**src/rtl/shared_reg_arbiter_pkg.sv**
```systemverilog
// shared_reg_arbiter_pkg: FSM state type and default sizing shared by the arbiter files
package shared_reg_arbiter_pkg;
   typedef enum logic {IDLE, GRANT} state_t;
   localparam int DEF_NREQ  = 4;
   localparam int DEF_WIDTH = 8;
endpackage

```
**src/rtl/shared_reg_arbiter_rr_pick.sv**
```systemverilog
// rr_pick: combinational round-robin picker (rotate, priority-encode, un-rotate) starting after ptr
module rr_pick
   import shared_reg_arbiter_pkg::*;
#(
   parameter int NREQ = DEF_NREQ,
   parameter int PW   = $clog2(NREQ)
) (
   input  logic [NREQ-1:0] req,
   input  logic [PW-1:0]   ptr,
   output logic [PW-1:0]   winner,
   output logic            any
);
   logic [PW-1:0]     start;
   logic [PW-1:0]     off;
   logic [2*NREQ-1:0] dbl;
   int                sum;
   always_comb begin
      start = (int'(ptr) == NREQ-1) ? '0 : ptr + 1'b1;
      dbl = {req, req} >> start;
      off = '0;
      for (int i = NREQ-1; i >= 0; i--)
         if (dbl[i]) off = PW'(i);
      sum = int'(start) + int'(off);
      winner = PW'((sum >= NREQ) ? sum - NREQ : sum);
   end
   assign any = |req;
endmodule

```
**src/rtl/shared_reg_arbiter.sv**
```systemverilog
// shared_reg_arbiter: round-robin write arbiter and sole writer of one shared WIDTH-bit register
module shared_reg_arbiter
   import shared_reg_arbiter_pkg::*;
#(
   parameter int NREQ  = DEF_NREQ,
   parameter int WIDTH = DEF_WIDTH
) (
   input  logic                     clk,
   input  logic                     reset,
   input  logic [NREQ-1:0]          req,
   input  logic [NREQ*WIDTH-1:0]    wdata,
   input  logic                     clr,
   output logic [NREQ-1:0]          gnt,
   output logic                     busy,
   output logic [WIDTH-1:0]         q,
   output logic [$clog2(NREQ)-1:0]  q_owner,
   output logic                     q_valid
);
   localparam int PW = $clog2(NREQ);
   state_t          state, state_nx;
   logic [PW-1:0]   ptr, win, pick;
   logic            any_req, start_grant;
   logic [NREQ-1:0] gnt_nx;
   rr_pick #(.NREQ(NREQ), .PW(PW)) u_pick (
      .req    (req),
      .ptr    (ptr),
      .winner (pick),
      .any    (any_req)
   );
   always_comb begin
      start_grant = (state == IDLE) && any_req;
      state_nx = start_grant ? GRANT : IDLE;
      gnt_nx = start_grant ? NREQ'(1) << pick : '0;
   end
   always_ff @(posedge clk or negedge reset) begin
      if (!reset) begin
         state <= IDLE;
         gnt <= '0;
         win <= '0;
         ptr <= PW'(NREQ-1);
      end else begin
         state <= state_nx;
         gnt <= gnt_nx;
         if (start_grant) win <= pick;
         if (state == GRANT) ptr <= win;
      end
   end
   // clr beats a coinciding commit and leaves q_owner alone
   always_ff @(posedge clk or negedge reset) begin
      if (!reset) begin
         q <= '0;
         q_owner <= '0;
         q_valid <= 1'b0;
      end else if (clr) begin
         q <= '0;
         q_valid <= 1'b0;
      end else if (state == GRANT) begin
         q <= wdata[int'(win)*WIDTH +: WIDTH];
         q_owner <= win;
         q_valid <= 1'b1;
      end
   end
   assign busy = (state == GRANT);
endmodule

```
**config.mk**
```make
export PLATFORM = sky130hd
export DESIGN_NAME = shared_reg_arbiter
export DESIGN_NICKNAME = d
export VERILOG_FILES = /design/src/rtl/shared_reg_arbiter_pkg.sv /design/src/rtl/shared_reg_arbiter_rr_pick.sv /design/src/rtl/shared_reg_arbiter.sv
export SDC_FILE = /design/constraint.sdc
export NUM_CORES = 1
export LEC_CHECK = 0
export CORE_ASPECT_RATIO = 0.8
export CORE_MARGIN = 1.5
export CORE_UTILIZATION = 30
export DETAILED_ROUTE_END_ITERATION = 8
export SLEW_MARGIN = 10
export SYNTH_ARGS = -nofsm -noshare
export SYNTH_HDL_FRONTEND = slang
export SYNTH_SLANG_ARGS = --single-unit
export TNS_END_PERCENT = 5
```
**constraint.sdc**
```tcl
create_clock -name clk -period 4.65 [get_ports clk]
set_clock_uncertainty 0.1 [all_clocks]
set_input_delay 0.465 -clock clk [delete_from_list [all_inputs] [get_ports clk]]
set_output_delay 0.465 -clock clk [all_outputs]
set_load 0.05 [all_outputs]
```
==> results.cfg, run 1 <==
[floorplan]
die_area_um2 = 4120
core_um2 = 3490
die_x_um = 71.4
start_util = 0.321
rows = 19
die_h_um = 57.7
io_pins = 55

[grt]
antenna_found_initial = 0
grt_first_pass_wirelength_mm = 4.49
grt_pass1_vias = 969
grt_overflow_total = 0
grt_max_degree = 21
track_usage = 0.138

[critical_path]
critPathSlowestCell = clkdlybuf4s50_1
worstPathBufferInverterCount = 1
reg2reg_slack_ns = 2.44
endpoint_kind = primary output
path_delay_family = buffers and inverters
reg2reg_to = gnt[0]
critical_path_class = register to primary output
worstReg2RegStart = ptr[0]
worstPathMaxFanout = 14
cp-start-kind = register
crit_chain = clkdlybuf4s50_1
critPathRequiredTime_ns = 4.09
worstRegToRegCells = 7
worstPathArrival_ns = 1.95
slowest_delay_ns = 0.94

[yosys]
synth_top_family_by_area = multiplexers
syn_area_um2 = 1120
netlist_top_cells_count = dfrtp_1 (18), nor2_1 (13), mux2i_1 (8), mux4_2 (8), nand2_1 (5)
synth_area_leaders = dfrtp_1 (40%), mux4_2 (16%), mux2i_1 (7.1%), dfstp_2 (4.7%), nor2_1 (4.3%)
synthArstFlopShare = 1.00
yosysTopAreaCell = dfrtp_1
synthSimpleGateAreaFrac = 0.111
ys_seq_elements = 20
synth_most_common_cell = dfrtp_1
synthAdderAreaFrac = 0.0223
yosys.area.top_type_share = 0.401
synth_compound_area_frac = 0.130
synth_mux_area_frac = 0.262
synth-xor-area-share = 0
syn_avg_cell_area_um2 = 12.2
synthCells = 92
synth_edf_count = 0
synth_ff_type = dfrtp_1
synth_fp_nets = 133
synth_cell_type_count = 28
yosys_warnings = 0
ys_seq_area_frac = 0.448

[power_and_ir_drop]
p_per_area_nw_per_um2 = 577
swShare = 0.420
clock_power_share = 0.129
power.internal_uw = 586
power_frac_seq = 0.311
irDropWorstVdd_v = 0.000403
combinationalPowerShare = 0.560
power.leakage_nw = 0.742
p_switching_uw = 425

[clock_tree]
htree_levels = 1
clock_path_buffers = 2
cts_tree = done
clock_latency_ns = 0.25
numCtsBuffers = 3
post_cts_resized = 0
clock_sinks = 20
cts_hold_buf = 0
cts_root_buf = clkbuf_8
clk_pin_slew_ns = 0.07
cts_setup_buffers = 0

[timing]
maxSlewViolCount = 0
fmax_mhz = 397
fin_setup_tns_ns = 0
hold_viol = 0
max_slew_margin = 0.404
finalSetupViolations = 0
period_share = 0.542
period_needed_ns = 2.52
worst_pin_slew_ns = 0.891
rsz0062_at_grt = no

[hold_path]
hold-path-endpoint = q_valid
min-delay-start = q_valid
hp-class = register to register
min_path_cells = 2

[placement]
dp_cells = 184
port_buffers = 54
gp_congestion = 0.707
detailed_place_hpwl_mm = 2.07

[final_layout]
nets = 188
instances_no_fill = 188
area_growth_pct = 56.2
drive_gt1_frac = 0.144
num_antenna_cells = 0

[outcome]
run_status = complete, no violations

[routing]
wl_mm = 2.78
first_iter_violations = 6
wire_per_inst_um = 14.8
ant_nets = 0
drc = 0
via_count = 939
dr.pass1.iters = 4
vias_per_cell = 4.99

[job]
drv_cap = 0
## sequential cells by signal, indices dropped and copies added (netlist names)
name and count:
gnt 4, busy 1, q_owner 2, q 8, win 2, q_valid 1
ptr 2
## per-stage QoR
step                area, µm²  power [mW]  hold WS, ns  setup slack (ns)   util
finish                   1750        1.01        0.408              2.13  0.502
detailed placement       1700       0.893        0.389              2.20  0.486
CTS                      1750        1.03        0.406              2.10  0.502
global route             1750        1.08        0.421              2.05  0.502
floorplan                1120       0.715       0.0694              2.60      -
global placement         1700       0.883        0.381              2.28  0.486
## layout by cell type, fill, tap and decap left out, drive strengths merged, types with 2 or more instances in the layout
master,instances
mux2,3
clkbuf,4
nor2,13
mux2i,8
nand2,5
a21oi,2
o21ai,4
ha,2
nor3,2
or4,2
inv,3
mux4,8
o21bai,3
o21ba,2
dfstp,2
clkdlybuf4s50,54
dfrtp,18
## layout make-up
type,count,area (µm²)
Inverter,3,11.3
Clock buffer,4,55.1
Timing Repair Buffer,54,541
Tap cell,42,52.6
Fill cell,316,1740
Sequential cell,20,503
Multi-Input combinational cell,65,591
## how the worst max path moves through the flow
| stage | endpoint | depth (start not counted) | start |
|---|---|---|---|
| after global routing | busy | 1 | busy |
| final | busy | 1 | busy |
| after floorplan | gnt[0] | 7 | ptr[0] |
| after CTS | busy | 1 | busy |
| after global placement | gnt[0] | 8 | req[2] |
| after detailed placement | gnt[0] | 8 | req[3] |
## power by group through the flow
| stage | Sequential, mW | Clock (mW) | Combinational, mW |
|---|---|---|---|
| 2_1_floorplan | 0.403 | 0 | 0.312 |
| 3_3_place_gp | 0.321 | 0 | 0.562 |
| 3_5_place_dp | 0.320 | 0 | 0.573 |
| 4_1_cts | 0.318 | 0.135 | 0.574 |
| 5_1_grt | 0.331 | 0.143 | 0.609 |
| 6_report | 0.314 | 0.130 | 0.566 |
## kinds of logic after synthesis
family,after synthesis
simple gates,26
fa+ha+maj,2
buf+inv,7
compound gates,18
flops,20
mux,19
## metal layers
metal | routed length (µm) | part of all wire | global-route usage | vias up
met3 | 288 | 0.10 | 0.0609 | 2
met5 | 0 | 0 | 0 | -
met4 | 8 | 0.0029 | 0.0243 | 0
li1 | - | - | - | 451
met2 | 1210 | 0.43 | 0.228 | 36
met1 | 1270 | 0.46 | 0.171 | 450
Power figures use the tool's default switching activity.
==> run 2, diff against run 1 <==
- clock period: 4.65 -> 2.6 ns (I/O delays scaled with it)
==> run 2 against run 1 <==
Register-to-register slack got worse by 2.0 ns. Non-clock buffer count up 3. Design area up 1.3%. Largest power group unchanged. Final cell count up 1.6%. Routed wire length down 0.79%. Sequential share of layout area shrank 0.36 points.
==> results.cfg, run 2 (same netlist as run 1, synthesis figures left out) <==
[outcome]
run_status = complete, no violations

[final_layout]
largest_register_ffs = 8
top_regs = q x8, gnt x4
drive_gt1_frac = 0.161
num_antenna_cells = 0
fin_util = 0.508
top_register = q
area_growth_pct = 58.2
most-common-layout-cells = clkdlybuf4s50_1 (54), dfrtp_1 (18), nor2_1 (13), mux4_2 (8), mux2i_1 (8)
final_common_cell = clkdlybuf4s50_1
nets = 191
stdcell_area_um2 = 1780

[floorplan]
die_x_um = 71.4
core_um2 = 3490
rows = 19
die_area_um2 = 4120
die_h_um = 57.7
io_pins = 55
start_util = 0.321

[placement]
placedInstanceArea_um2 = 1720
detailed_place_hpwl_mm = 2.07
port_buffers = 54
gp_congestion = 0.722

[clock_tree]
cts_setup_buffers = 0
clk_pin_slew_ns = 0.07
cts_root_buf = clkbuf_8
htree_levels = 1
post_cts_resized = 0
cts_hold_buf = 0
cts_tree = done
clock_latency_ns = 0.25
clock_path_buffers = 2
numCtsBuffers = 3
clock_sinks = 20

[timing]
fmax_mhz = 457
rsz0062_at_grt = no
maxSlewViolCount = 0
worst_pin_slew_ns = 0.561
hold_viol = 0
hold_slack_ns = 0.253
period_share = 0.842
period_needed_ns = 2.19
max_slew_margin = 0.626
finalSetupViolations = 0
fin_setup_tns_ns = 0

[power_and_ir_drop]
irDropWorstVdd_v = 0.000672
total_power_mw = 1.82
power.leakage_nw = 0.757
p_per_area_nw_per_um2 = 1020

[grt]
track_usage = 0.138
grt_pass1_vias = 993
grt_first_pass_wirelength_mm = 4.53
grt_overflow_total = 0
grt_max_degree = 21
antenna_found_initial = 0

[critical_path]
critPathRequiredTime_ns = 2.69
reg2reg_slack_ns = 0.41
worstPathArrival_ns = 2.28
cp-start-kind = register
endpoint_kind = register
critical_path_class = register to register
worstPathMaxFanout = 6

[routing]
vias_per_cell = 5.03
via_count = 960
ant_nets = 0
first_iter_violations = 26
wire_per_inst_um = 14.4
wl_mm = 2.75
dr.pass1.iters = 4
drc = 0

[job]
drv_cap = 0

[hold_path]
hp-class = primary input to async pin
-- run 2: through the flow --
stage,setup slack (ns),cells
3_5_place_dp,0.365,187
4_1_cts,0.396,191
6_report,0.410,191
3_3_place_gp,0.431,187
5_1_grt,0.290,191
2_1_floorplan,0.553,92
-- run 2: critical path, stage by stage, from the launching register on --
cell,delay [ns]
dfstp_2,0.58
ha_1,0.23
nand2_1,0.08
a21oi_1,0.14
o2bb2ai_1,0.08
o22a_1,0.19
ha_1,0.28
or2b_1,0.24
o21ba_1,0.22
-- run 2: power breakdown --
part           switching [mW]  internal, mW  total (mW)
Sequential              0.119         0.425       0.544
Combinational           0.549         0.495        1.04
Clock                  0.0947         0.134       0.229
Total                   0.763          1.05        1.82
-- run 2: cell type report --
| type | count | area, µm² |
|---|---|---|
| clock buffer | 4 | 55.1 |
| fill | 319 | 1720 |
| inverter | 3 | 11.3 |
| multi-input combinational | 65 | 591 |
| sequential | 20 | 503 |
| tap | 42 | 52.6 |
| timing repair buffer | 57 | 563 |
-- run 2: final timing paths --
path                              end  cells past startpoint        from
max in group asynchronous      ptr[0]                      2       reset
hold reg to reg            q_owner[0]                      2  q_owner[0]
min in group clk           q_owner[0]                      2  q_owner[0]
hold / removal                   q[0]                      2       reset
setup / recovery               gnt[0]                      8      ptr[0]
setup reg to reg               gnt[0]                      8      ptr[0]
-- run 2: metal layers --
layer,vias to the layer above,wire (µm),global-route usage
li1,456,-,-
met1,461,1240,0.178
met2,41,1210,0.224
met3,2,281,0.0609
met4,0,17,0.0135
met5,-,0,0
==> run 3, diff against run 2 <==
- clock period: 2.6 -> 2.1 ns (I/O delays scaled with it)
==> run 3 against run 2 <==
Total power is 34% higher. Utilization is 2.1 points higher. Register-to-register slack lost 0.38 ns. Maximum frequency rose by 5.6%.
==> results.cfg, run 3 (same netlist as run 1, synthesis figures left out) <==
[timing]
fmax_mhz = 482
period_needed_ns = 2.07
max_slew_margin = 0.614
period_share = 0.988
hold_viol = 0
worst_pin_slew_ns = 0.579
rsz0062_at_grt = yes
maxSlewViolCount = 0
hold_slack_ns = 0.200
finalSetupViolations = 0

[final_layout]
drive_gt1_frac = 0.209
num_antenna_cells = 0
final_common_cell = clkdlybuf4s50_1
top_regs = q x8, gnt x4
stdcell_area_um2 = 1850
largest_register_ffs = 8
most-common-layout-cells = clkdlybuf4s50_1 (53), dfrtp_1 (18), nor2_1 (13), mux4_2 (8), mux2i_1 (8)
regArea_um2 = 503
n_fill_cell = 308
multi_input_area_um2 = 609
instances_no_fill = 195
nets = 195
area_growth_pct = 64.9
top_register = q

[critical_path]
crit_path_start = ptr[1]
worstPathBufferInverterCount = 0
slowest_delay_ns = 0.56
crit_chain = ha_4 -> nand2_2 -> a21oi_2 -> o2bb2ai_1 -> o22a_1 -> ha_1 -> or2b_1 -> o21ba_1
reg2reg_to = gnt[0]
cp-start-kind = register
path_delay_family = compound AO/OA/AOI/OAI gates
worstPathArrival_ns = 2.17
critical_path_class = register to register
critPathSlowestCell = dfstp_2
critPathRequiredTime_ns = 2.20
worstRegToRegCells = 8
reg2reg_slack_ns = 0.03
endpoint_kind = register
worstPathMaxFanout = 5
worstReg2RegStart = ptr[1]

[placement]
gp_congestion = 0.736
placedInstanceArea_um2 = 1760
dp_cells = 191
detailed_place_hpwl_mm = 2.19
port_buffers = 54

[power_and_ir_drop]
power.leakage_nw = 0.789
p_per_area_nw_per_um2 = 1310
irDropWorstVdd_v = 0.000782

[routing]
dr.pass1.iters = 4
wire_per_inst_um = 15.0
ant_nets = 0
wl_met3_um = 316
wl_met2_mm = 1.30
vias_per_cell = 4.99
drc = 0
first_iter_violations = 23
top_layer = met4
via_count = 973
wl_mm = 2.92
wl_met1_mm = 1.28

[floorplan]
die_area_um2 = 4120
die_h_um = 57.7
io_pins = 55
rows = 19
die_x_um = 71.4
start_util = 0.321
core_um2 = 3490

[job]
drv_cap = 0

[grt]
grt_first_pass_wirelength_mm = 4.52
track_usage = 0.143
grt_overflow_total = 0
grt_pass1_vias = 966
antenna_found_initial = 0
grt_max_degree = 21

[clock_tree]
clock_path_buffers = 2
cts_tree = done
clock_latency_ns = 0.26
cts_root_buf = clkbuf_8
cts_hold_buf = 0
clock_sinks = 20
numCtsBuffers = 3
cts_setup_buffers = 0
htree_levels = 1
clk_pin_slew_ns = 0.08

[outcome]
run_status = complete, no violations

[hold_path]
hp-class = primary input to async pin
[run 3: routing by layer]
layer	vias up	global-route usage
met5	-	0
met4	0	0.0404
met3	5	0.0557
met2	41	0.231
met1	462	0.179
li1	465	-
[run 3: cell type report]
class	count	share of cell area
sequential	20	0.272
clock inverter	1	0.0162
multi-input combinational	65	0.329
inverter	3	0.00609
timing repair buffer	61	0.326
clock buffer	3	0.0223
tap	42	0.0284
[run 3: worst max path at each step]
stage | slack (ns) | depth (start not counted) | endpoint
after floorplan | 0.05 | 7 | gnt[0]
after global placement | -0.002 | 8 | gnt[0]
after detailed placement | -0.07 | 8 | gnt[0]
after CTS | 0.002 | 7 | gnt[0]
after global routing | -0.04 | 7 | gnt[0]
final | 0.03 | 8 | gnt[0]
[run 3: what timing repair did]
item | 4_1_cts | 5_1_grt
gates resized for setup | 2 | 2
endpoints found under the hold margin | 0 | 0
pin swaps | 0 | 4
endpoints found under the setup margin | 2 | 1
[run 3: report_power, final]
part           internal [mW]  total [mW]  switching [mW]
clock network          0.255       0.384           0.129
registers              0.527       0.679           0.152
logic                  0.668        1.36           0.696
total                   1.45        2.43           0.978
[run 3: metrics by stage]
step,TNS (ns),utilization,power (mW),setup WS [ns]
2_1_floorplan,0,-,1.58,0.0527
3_3_place_gp,-0.00205,0.504,1.99,-0.00205
3_5_place_dp,-0.0802,0.504,2.01,-0.0695
4_1_cts,0,0.529,2.44,0.00196
5_1_grt,-0.0361,0.530,2.57,-0.0361
6_report,0,0.530,2.43,0.0258
[run 3: worst reg2reg max path, cell delays in order (launching register included)]
cell and delay (ns):
dfstp_2 0.56, ha_4 0.16, nand2_2 0.06, a21oi_2 0.12, o2bb2ai_1 0.07, o22a_1 0.20
ha_1 0.30, or2b_1 0.24, o21ba_1 0.21
